--- src/rtl/logic_op_pkg.sv ---
// logic_op_pkg
//   Shared definitions for the logic-op arbiter slice:
//     op_e       - 3-bit opcode map of the logic unit
//     state_e    - arbiter FSM states
//     OP_COUNT_W - width of the saturating completion counter
package logic_op_pkg;

  localparam int OP_COUNT_W = 16;

  typedef enum logic [2:0] {
    OP_AND     = 3'd0,
    OP_OR      = 3'd1,
    OP_NOT     = 3'd2,  // operand b ignored
    OP_NAND    = 3'd3,
    OP_NOR     = 3'd4,
    OP_XOR     = 3'd5,
    OP_XNOR    = 3'd6,
    OP_ILLEGAL = 3'd7   // result forced to zero, err raised
  } op_e;

  typedef enum logic [1:0] {
    ST_IDLE = 2'd0,
    ST_EXEC = 2'd1,
    ST_RESP = 2'd2
  } state_e;

endpackage

--- src/rtl/logic_op_alu.sv ---
// logic_op_alu
//   Purely combinational W-bit bitwise logic unit.
//   Ports:
//     a, b : operands (b unused for OP_NOT)
//     op   : opcode (logic_op_pkg::op_e)
//     y    : result, zero for the illegal opcode
//     err  : high only for the illegal opcode
module logic_op_alu
  import logic_op_pkg::*;
#(
  parameter int W = 8
) (
  input  logic [W-1:0] a,
  input  logic [W-1:0] b,
  input  op_e          op,
  output logic [W-1:0] y,
  output logic         err
);

  always_comb begin
    // NOTE: every output of a combinational block gets a default first so no
    // path through the case leaves it unassigned and infers a latch.
    y   = '0;
    err = 1'b0;
    case (op)
      OP_AND:  y = a & b;
      OP_OR:   y = a | b;
      OP_NOT:  y = ~a;
      OP_NAND: y = ~(a & b);
      OP_NOR:  y = ~(a | b);
      OP_XOR:  y = a ^ b;
      OP_XNOR: y = ~(a ^ b);
      default: err = 1'b1;
    endcase
  end

endmodule

--- src/rtl/logic_op_arbiter.sv ---
// logic_op_arbiter
//   NREQ requesters share one logic unit. A round-robin arbiter grants one
//   request in IDLE, the operation executes in EXEC, and the result is
//   presented in RESP until the consumer accepts it.
//   Ports:
//     clk, rst_n         : clock, asynchronous active-low reset
//     req_valid/ready    : per-requester handshake (ready is one-hot or zero)
//     req_a, req_b       : packed operands, requester i at [i*W +: W]
//     req_op             : packed opcodes, requester i at [i*3 +: 3]
//     rsp_valid/ready    : result handshake
//     rsp_data/id/err    : result, owning requester, illegal-opcode flag
//     busy               : high whenever not IDLE
//     op_count           : saturating count of completed responses
module logic_op_arbiter
  import logic_op_pkg::*;
#(
  parameter int NREQ = 4,
  parameter int W    = 8
) (
  input  logic                     clk,
  input  logic                     rst_n,
  input  logic [NREQ-1:0]          req_valid,
  output logic [NREQ-1:0]          req_ready,
  input  logic [NREQ*W-1:0]        req_a,
  input  logic [NREQ*W-1:0]        req_b,
  input  logic [NREQ*3-1:0]        req_op,
  output logic                     rsp_valid,
  input  logic                     rsp_ready,
  output logic [W-1:0]             rsp_data,
  output logic [$clog2(NREQ)-1:0]  rsp_id,
  output logic                     rsp_err,
  output logic                     busy,
  output logic [OP_COUNT_W-1:0]    op_count
);

  localparam int ID_W = $clog2(NREQ);

  state_e          state, state_nxt;
  logic [ID_W-1:0] last_grant;
  logic [ID_W-1:0] winner;
  logic [ID_W-1:0] cand;
  logic            grant_any;
  logic            grant;
  int              rr_idx;

  logic [W-1:0]    cap_a, cap_b;
  op_e             cap_op;
  logic [ID_W-1:0] cap_id;

  logic [W-1:0]    alu_y;
  logic            alu_err;

  // Round-robin pick: walk upward from last_grant+1 with wrap; the first
  // valid requester met is the winner.
  always_comb begin
    winner    = last_grant;
    grant_any = 1'b0;
    rr_idx    = 0;
    cand      = '0;
    for (int k = 1; k <= NREQ; k++) begin
      rr_idx = int'(last_grant) + k;
      if (rr_idx >= NREQ) rr_idx = rr_idx - NREQ;
      cand = ID_W'(rr_idx);
      if (!grant_any && req_valid[cand]) begin
        grant_any = 1'b1;
        winner    = cand;
      end
    end
  end

  assign grant = (state == ST_IDLE) && grant_any;

  always_comb begin
    req_ready = '0;
    if (grant) req_ready[winner] = 1'b1;
  end

  always_comb begin
    state_nxt = state;
    case (state)
      ST_IDLE: if (grant_any) state_nxt = ST_EXEC;
      ST_EXEC: state_nxt = ST_RESP;
      ST_RESP: if (rsp_ready) state_nxt = ST_IDLE;
      default: state_nxt = ST_IDLE;
    endcase
  end

  logic_op_alu #(.W(W)) u_alu (
    .a   (cap_a),
    .b   (cap_b),
    .op  (cap_op),
    .y   (alu_y),
    .err (alu_err)
  );

  // NOTE: state registers use non-blocking assignments so every flop samples
  // the pre-edge values regardless of statement order.
  always_ff @(posedge clk or negedge rst_n) begin
    if (!rst_n) begin
      state      <= ST_IDLE;
      last_grant <= ID_W'(NREQ - 1);
      cap_a      <= '0;
      cap_b      <= '0;
      cap_op     <= OP_AND;
      cap_id     <= '0;
      rsp_data   <= '0;
      rsp_id     <= '0;
      rsp_err    <= 1'b0;
      op_count   <= '0;
    end else begin
      state <= state_nxt;
      // Operands are sampled only on the grant edge.
      if (grant) begin
        last_grant <= winner;
        cap_a      <= req_a[winner*W +: W];
        cap_b      <= req_b[winner*W +: W];
        cap_op     <= op_e'(req_op[winner*3 +: 3]);
        cap_id     <= winner;
      end
      if (state == ST_EXEC) begin
        rsp_data <= alu_y;
        rsp_id   <= cap_id;
        rsp_err  <= alu_err;
      end
      if (state == ST_RESP && rsp_ready && op_count != '1) begin
        op_count <= op_count + 1'b1;
      end
    end
  end

  assign rsp_valid = (state == ST_RESP);
  assign busy      = (state != ST_IDLE);

endmodule

--- config.mk ---
export PLATFORM = sky130hd
export DESIGN_NAME = logic_op_arbiter
export DESIGN_NICKNAME = d
export VERILOG_FILES = /design/src/rtl/logic_op_pkg.sv /design/src/rtl/logic_op_alu.sv /design/src/rtl/logic_op_arbiter.sv
export SDC_FILE = /design/constraint.sdc
export NUM_CORES = 1
export LEC_CHECK = 0
export ABC_AREA = 1
export BUFFER_PORTS_ARGS = -buffer_cell sky130_fd_sc_hd__buf_2
export CORE_ASPECT_RATIO = 2
export CORE_UTILIZATION = 27
export CTS_CLUSTER_SIZE = 12
export DETAILED_ROUTE_END_ITERATION = 12
export PLACE_DENSITY = 0.55
export SLEW_MARGIN = 30
export SYNTH_ARGS = -nofsm -noshare
export SYNTH_HDL_FRONTEND = slang
export SYNTH_HIERARCHICAL = 1
export SYNTH_SLANG_ARGS = --single-unit
--- constraint.sdc ---
create_clock -name clk -period 3.9 [get_ports clk]
set_input_delay 0.39 -clock clk [delete_from_list [all_inputs] [get_ports clk]]
set_output_delay 0.39 -clock clk [all_outputs]
set_load 0.1 [all_outputs]
# After elaboration in Yosys (flattened, before gate mapping)
# Index checks and enable logic that the tools add are counted.
dict set report classes {
  add_sub_neg 9
  order_cmp 10
  mul 1
  n_eq_ne 11
  bitwise 7
  muxes 28
  shifts 3
  reduce_logical 15
}
# op n
set op_table {}
lappend op_table {{$shiftx 32x6->8} 2}
lappend op_table {{$pmux 8 s7} 1}
lappend op_table {{$not 8->8} 4}
lappend op_table {{$mux 2} 10}
lappend op_table {{$add 16x1->16 const B} 1}
lappend op_table {{$ne 16x16->1 const B} 1}
lappend op_table {{$lt 2x3->1 const B} 5}
lappend op_table {{$shiftx 12x5->3} 1}
lappend op_table {{$mux 1} 10}
lappend op_table {{$eq 3x3->1 const B} 3}
lappend op_table {{$ge 3x3->1 const B} 3}
lappend op_table {{$and 8x8->8} 1}
lappend op_table {{$bmux 1 s2} 4}
lappend op_table {{$or 8x8->8} 1}
lappend op_table {{$sub 2x1->2 const B} 4}
lappend op_table {{$xor 8x8->8} 1}
lappend op_table {{$logic_and 1x1->1} 7}
lappend op_table {{$reduce_or 7->1} 1}
lappend op_table {{$add 2x2->3 const B} 2}
lappend op_table {{$eq 3x2->1 const B} 2}
lappend op_table {{$pmux 2 s3} 1}
lappend op_table {{$add 2x3->4 const B} 1}
lappend op_table {{$ge 4x3->1 const B} 1}
lappend op_table {{$mul 2x2->4 const B} 1}
lappend op_table {{other kinds (14)} 16}
dict set report totals {
  reg_bits 52
  elab_cells 94
  inputBits 83
}

# Depth between registers and ports, before layout
dict set report depth {
  word_depth 20
  depth_mapped 15
  depth_no_buf 13
}

# Cells and area by module
# The synthesis kept the hierarchy.
# module instances cells_each area_per_inst_um2 seq_area_each_um2
set by_module_without_submodules {}
lappend by_module_without_submodules {logic_op_arbiter 1 424 3443.3 1303.8}
lappend by_module_without_submodules {logic_op_alu 1 165 833.3 0.0}

# Worst setup path before layout
# Ideal clock, no wire load.
dict set report synth_path {
  kind {register to output}
  start {reg last_grant[1]}
  end {out req_ready[2]}
  setup_slack_ns 0.711
  path_buffers 2
  arrival_time_ns 2.799
  stages_incl_launch_ff 12
  required_ns 3.510
  cell_sequence {dfstp_2 -> buf_4 -> inv_2 -> nand2_1 -> nand2_2 -> nand2_4 -> nand2_4 -> or2_1 -> nand3_1 -> nand2_1 -> buf_4 -> nor2_1}
}
dict set report synth_via {
  elab_chain_len 20
}
# item line
set synth_rtl {}
lappend synth_rtl {{start: declaration} logic_op_arbiter.sv:39} ;# logic [ID_W-1:0] last_grant;
lappend synth_rtl {{start signal: assignment} logic_op_arbiter.sv:101} ;# last_grant <= ID_W'(NREQ - 1);
lappend synth_rtl {{start signal: assignment} logic_op_arbiter.sv:114} ;# last_grant <= winner;
lappend synth_rtl {{$add 2x1->3} logic_op_arbiter.sv:61} ;# rr_idx = int'(last_grant) + k;
lappend synth_rtl {{$ge 3x3->1 or $sub 2x1->2 (tied branches)} logic_op_arbiter.sv:62} ;# if (rr_idx >= NREQ) rr_idx = rr_idx - NREQ;
lappend synth_rtl {{$mux 2} logic_op_arbiter.sv:62}
lappend synth_rtl {{$bmux 1 s2} logic_op_arbiter.sv:64} ;# if (!grant_any && req_valid[cand]) begin
lappend synth_rtl {{$mux 1 (not written as such)} logic_op_arbiter.sv:64}
lappend synth_rtl {{$mux 1} logic_op_arbiter.sv:64}
lappend synth_rtl {{$logic_not 1->1} logic_op_arbiter.sv:64}
lappend synth_rtl {{$logic_and 1x1->1} logic_op_arbiter.sv:64}
lappend synth_rtl {{[... 4 more ...]} -}
lappend synth_rtl {{$logic_not 1->1} logic_op_arbiter.sv:64}
lappend synth_rtl {{$logic_and 1x1->1} logic_op_arbiter.sv:64}
lappend synth_rtl {{$mux 2} logic_op_arbiter.sv:64}
lappend synth_rtl {{$lt 2x3->1 (not written as such) or $ge 2x1->1 (tied branches)} logic_op_arbiter.sv:75} ;# if (grant) req_ready[winner] = 1'b1;
lappend synth_rtl {{$logic_and 1x1->1 (not written as such)} logic_op_arbiter.sv:75}
lappend synth_rtl {{$mux 1 (not written as such)} logic_op_arbiter.sv:75}
lappend synth_rtl {{$demux 1 s2} logic_op_arbiter.sv:75}
lappend synth_rtl {{$mux 4 *} logic_op_arbiter.sv:75}
lappend synth_rtl {{end: declaration} logic_op_arbiter.sv:23} ;# output logic [NREQ-1:0] req_ready,
# Every way passes the cells marked *; elsewhere a longest branch is shown, timed or not. The select of a mux whose other input is x is not followed.

# Worst setup path after layout
dict set report layout_path {
  start {reg last_grant[0]}
  end {out req_ready[0]}
}
# The elaborated chain is that of the path after synthesis.

==> results.py <==
metrics = {
    "finish": {
        "layout.nets": 788,
        "area_growth_pct": 19.37,
        "filler_cell_count": 1727,
        "antennaDiodeCount": 0,
        "seq_area_um2": 1304,
        "multi_input_area_um2": 2502,
        "layout-drive-gt1-share_pct": 29.03,
    },
    "worst_setup_path": {
        "critical_path.reg2reg.startpoint": "last_grant[0]",
        "criticalPathCategory": "reg -> out",
        "cp_data_required_time_ns": 3.51,
        "crit_path_max_fanout": 27,
        "timing.reg2reg.worst_path_depth": 13,
        "crit_path_start_kind": "flop",
        "cp_data_arrival_time_ns": 3.01,
        "r2r_end": "cap_op[1]",
        "timing.critical_path.to_type": "primary output",
        "reg2reg_slack_ns": 1.39,
    },
    "outcome": {
        "run_status": "completed",
    },
    "die": {
        "die-width_um": 90.99,
        "initial_utilization_pct": 27.82,
        "placeableCoreArea_um2": 15370,
        "floorplan.rows": 64,
        "die_area_um2": 16380,
        "design.portCount": 116,
        "fp.dieH_um": 180.0,
    },
    "cts": {
        "clock_transition_at_the_register_clock_pins_on_the_worst_setup_and_hold_paths_after_cts_ns": 0.07,
        "clock_sinks": 52,
        "post_cts_resized": 0,
        "ctsRootBufferMaster": "clkbuf_16",
        "ctsLongestPathBuffers": 2,
        "clock_insertion_delay_worst_skew_ns": 0.29,
        "cts_hold_repair.buffers": 0,
        "postCtsSetupBuffers": 0,
        "clock_tree_from_tritoncts": "built",
        "numCtsBuffers": 5,
        "cts-htree-levels": 2,
    },
    "route": {
        "final_antenna_net_count": 0,
        "totalWireLength_mm": 12.19,
        "firstDrtPassIters": 4,
        "routed_wire_length_per_instance_um": 13.74,
        "routed_via_density": 4.610,
        "drt_iter0_markers": 187,
        "via_count_of_the_routed_design": 4089,
        "route.detailed.drc": 0,
    },
    "timing": {
        "transition_time_at_the_pin_with_the_least_slew_margin_ns": 0.6155,
        "timing.final.setup_violations": 0,
        "finalMaxSlewViolations": 0,
        "period_share_pct": 87.19,
        "finalHoldViolations": 0,
        "fin_skew_ns": 0.007244,
        "postLayoutSetupSlackWorst_ns": 0.4995,
        "unrepaired_setup_endpoints_after_global_routing": "no",
        "setup_total_negative_slack_ns": 0,
        "achievable-frequency_ghz": 0.2941,
        "timing.max_slew.rel_slack_pct": 58.92,
        "period_needed_ns": 3.400,
    },
    "placed_design": {
        "dp_worst_setup_slack_ns": 0.7753,
        "place.detailed.hpwl_mm": 9.973,
        "port_buffers": 115,
        "gp_routability_congestion": 0.8124,
    },
    "synthesis": {
        "synth.largest_area_cell": "dfrtp_1",
        "ys_warn_count": 6,
        "syn_area_um2": 4277,
        "ys_seq_elements": 52,
        "synth_fp_nets": 689,
        "post_synth_main_area_contributors": "dfrtp_1, nand3_1, nand2_1",
        "syn_avg_cell_area_um2": 7.261,
        "syn-instance-count": 589,
        "synth_enable_flop_cells": 0,
        "ys_async_sr_fraction_pct": 100.0,
        "yosys.area.top_type_share_pct": 29.26,
        "yosys.cell_count.top_type": "nand2_1",
        "yosysUniqueCellTypes": 32,
        "yosys_most_used_dff": "dfrtp_1",
        "synth_sequential_area_ratio_pct": 30.49,
        "synth.cells.most_frequent": "nand2_1, nand3_1, inv_1, dfrtp_1, nor2_1",
    },
    "global_route": {
        "number_of_antenna_violations_at_the_first_check_in_global_routing": 0,
        "grt_pass1_wl_mm": 20.11,
        "grt_start_max_net_pins": 32,
        "grt_overflow_total": 0,
        "first_global_vias": 4112,
        "grt.total_usage_pct": 15.33,
    },
    "job": {
        "max-cap-violations": 0,
    },
    "worst_hold_path": {
        "hold_class": "in -> async",
    },
}
[area by class of cell]
| type | instances | area share, % |
|---|---|---|
| clock buffer | 7 | 2.794 |
| multi-input combinational | 443 | 49.02 |
| inverter | 64 | 4.755 |
| clock inverter | 1 | 0.1471 |
| timing repair buffer | 122 | 12.89 |
| sequential | 52 | 25.54 |
| tap | 198 | 4.853 |
[layer usage]
layer	vias up	part of all wire, %	global-route usage (%)
li1	2111	-	-
met3	15	2.3	1.481
met2	95	59	31.21
met5	-	0	0
met4	0	2.1	5.333
met1	1868	37	15.60
[flip-flops by register name, summed over array words and instances, names as in the netlist]
signal / flops
op_count: 16
cap_a: 8
cap_b: 8
rsp_data: 8
cap_op: 3
cap_id: 2
last_grant: 2
rsp_id: 2
state: 2
rsp_err: 1
[worst max-delay path, stage by stage, from the launching register on]
cell and delay [ns]:
dfstp_2 0.71, inv_2 0.20, nand2_1 0.12, nand3_1 0.08, nand2_1 0.11, nor2_4 0.06, nand4_1 0.08, nand2_1 0.05
buf_4 0.20, inv_2 0.37, nand3_1 0.16, nor2_1 0.12, buf_2 0.44
[logic make-up (layout without fill, tap and decap cells)]
family,count (synthesis),after routing,share of synthesized area [%]
AOI/OAI and AO/OA,20,20,2.370
buffers and inverters,94,194,11.00
DFF,52,52,30.49
and+or+nand+nor,382,382,45.73
muxes,9,9,2.370
adders and majority gates,17,17,4.974
xor gates and xnor gates,15,15,3.072
[stage by stage]
step,hold WS [ns],std cells,area (um2),util [%]
after global placement,0.4294,879,4955,32.23
after CTS,0.1167,887,5105,33.20
after global routing,0.1477,887,5105,33.20
after floorplan,0.09441,589,4277,-
final,0.09721,887,5105,33.20
after detailed placement,0.4323,879,4955,32.23
[how the worst max path moves through the flow]
| stage | startpoint | endpoint | slack (ns) | depth (start not counted) |
|---|---|---|---|---|
| 3_5_place_dp | last_grant[0] | req_ready[0] | 0.78 | 12 |
| 3_3_place_gp | last_grant[0] | req_ready[0] | 0.83 | 12 |
| 5_1_grt | last_grant[0] | req_ready[0] | 0.16 | 12 |
| 4_1_cts | last_grant[0] | req_ready[0] | 0.45 | 12 |
| 6_report | last_grant[0] | req_ready[0] | 0.50 | 12 |
| 2_1_floorplan | last_grant[1] | req_ready[2] | 0.71 | 11 |
[placed cells by master, fill, tap and decap left out, types with 2 or more instances in the layout]
cell	instances
dfrtp_1	50
buf_4	7
nor2_1	34
nor2_4	3
nand2_2	11
mux2_2	9
inv_1	58
a21oi_1	9
buf_2	113
nand3_2	27
buf_12	2
nand3_4	2
o21ai_0	7
clkbuf_16	5
ha_1	17
xor2_1	12
dfstp_2	2
o21ai_1	3
xnor2_1	3
nor4_1	2
nand3_1	133
nand2_1	144
nand4_1	5
inv_2	5
nand2_4	10
nor3_1	9
Power is not shown: default switching activity piles up to over one toggle a cycle in this logic, so the estimate is an artifact.
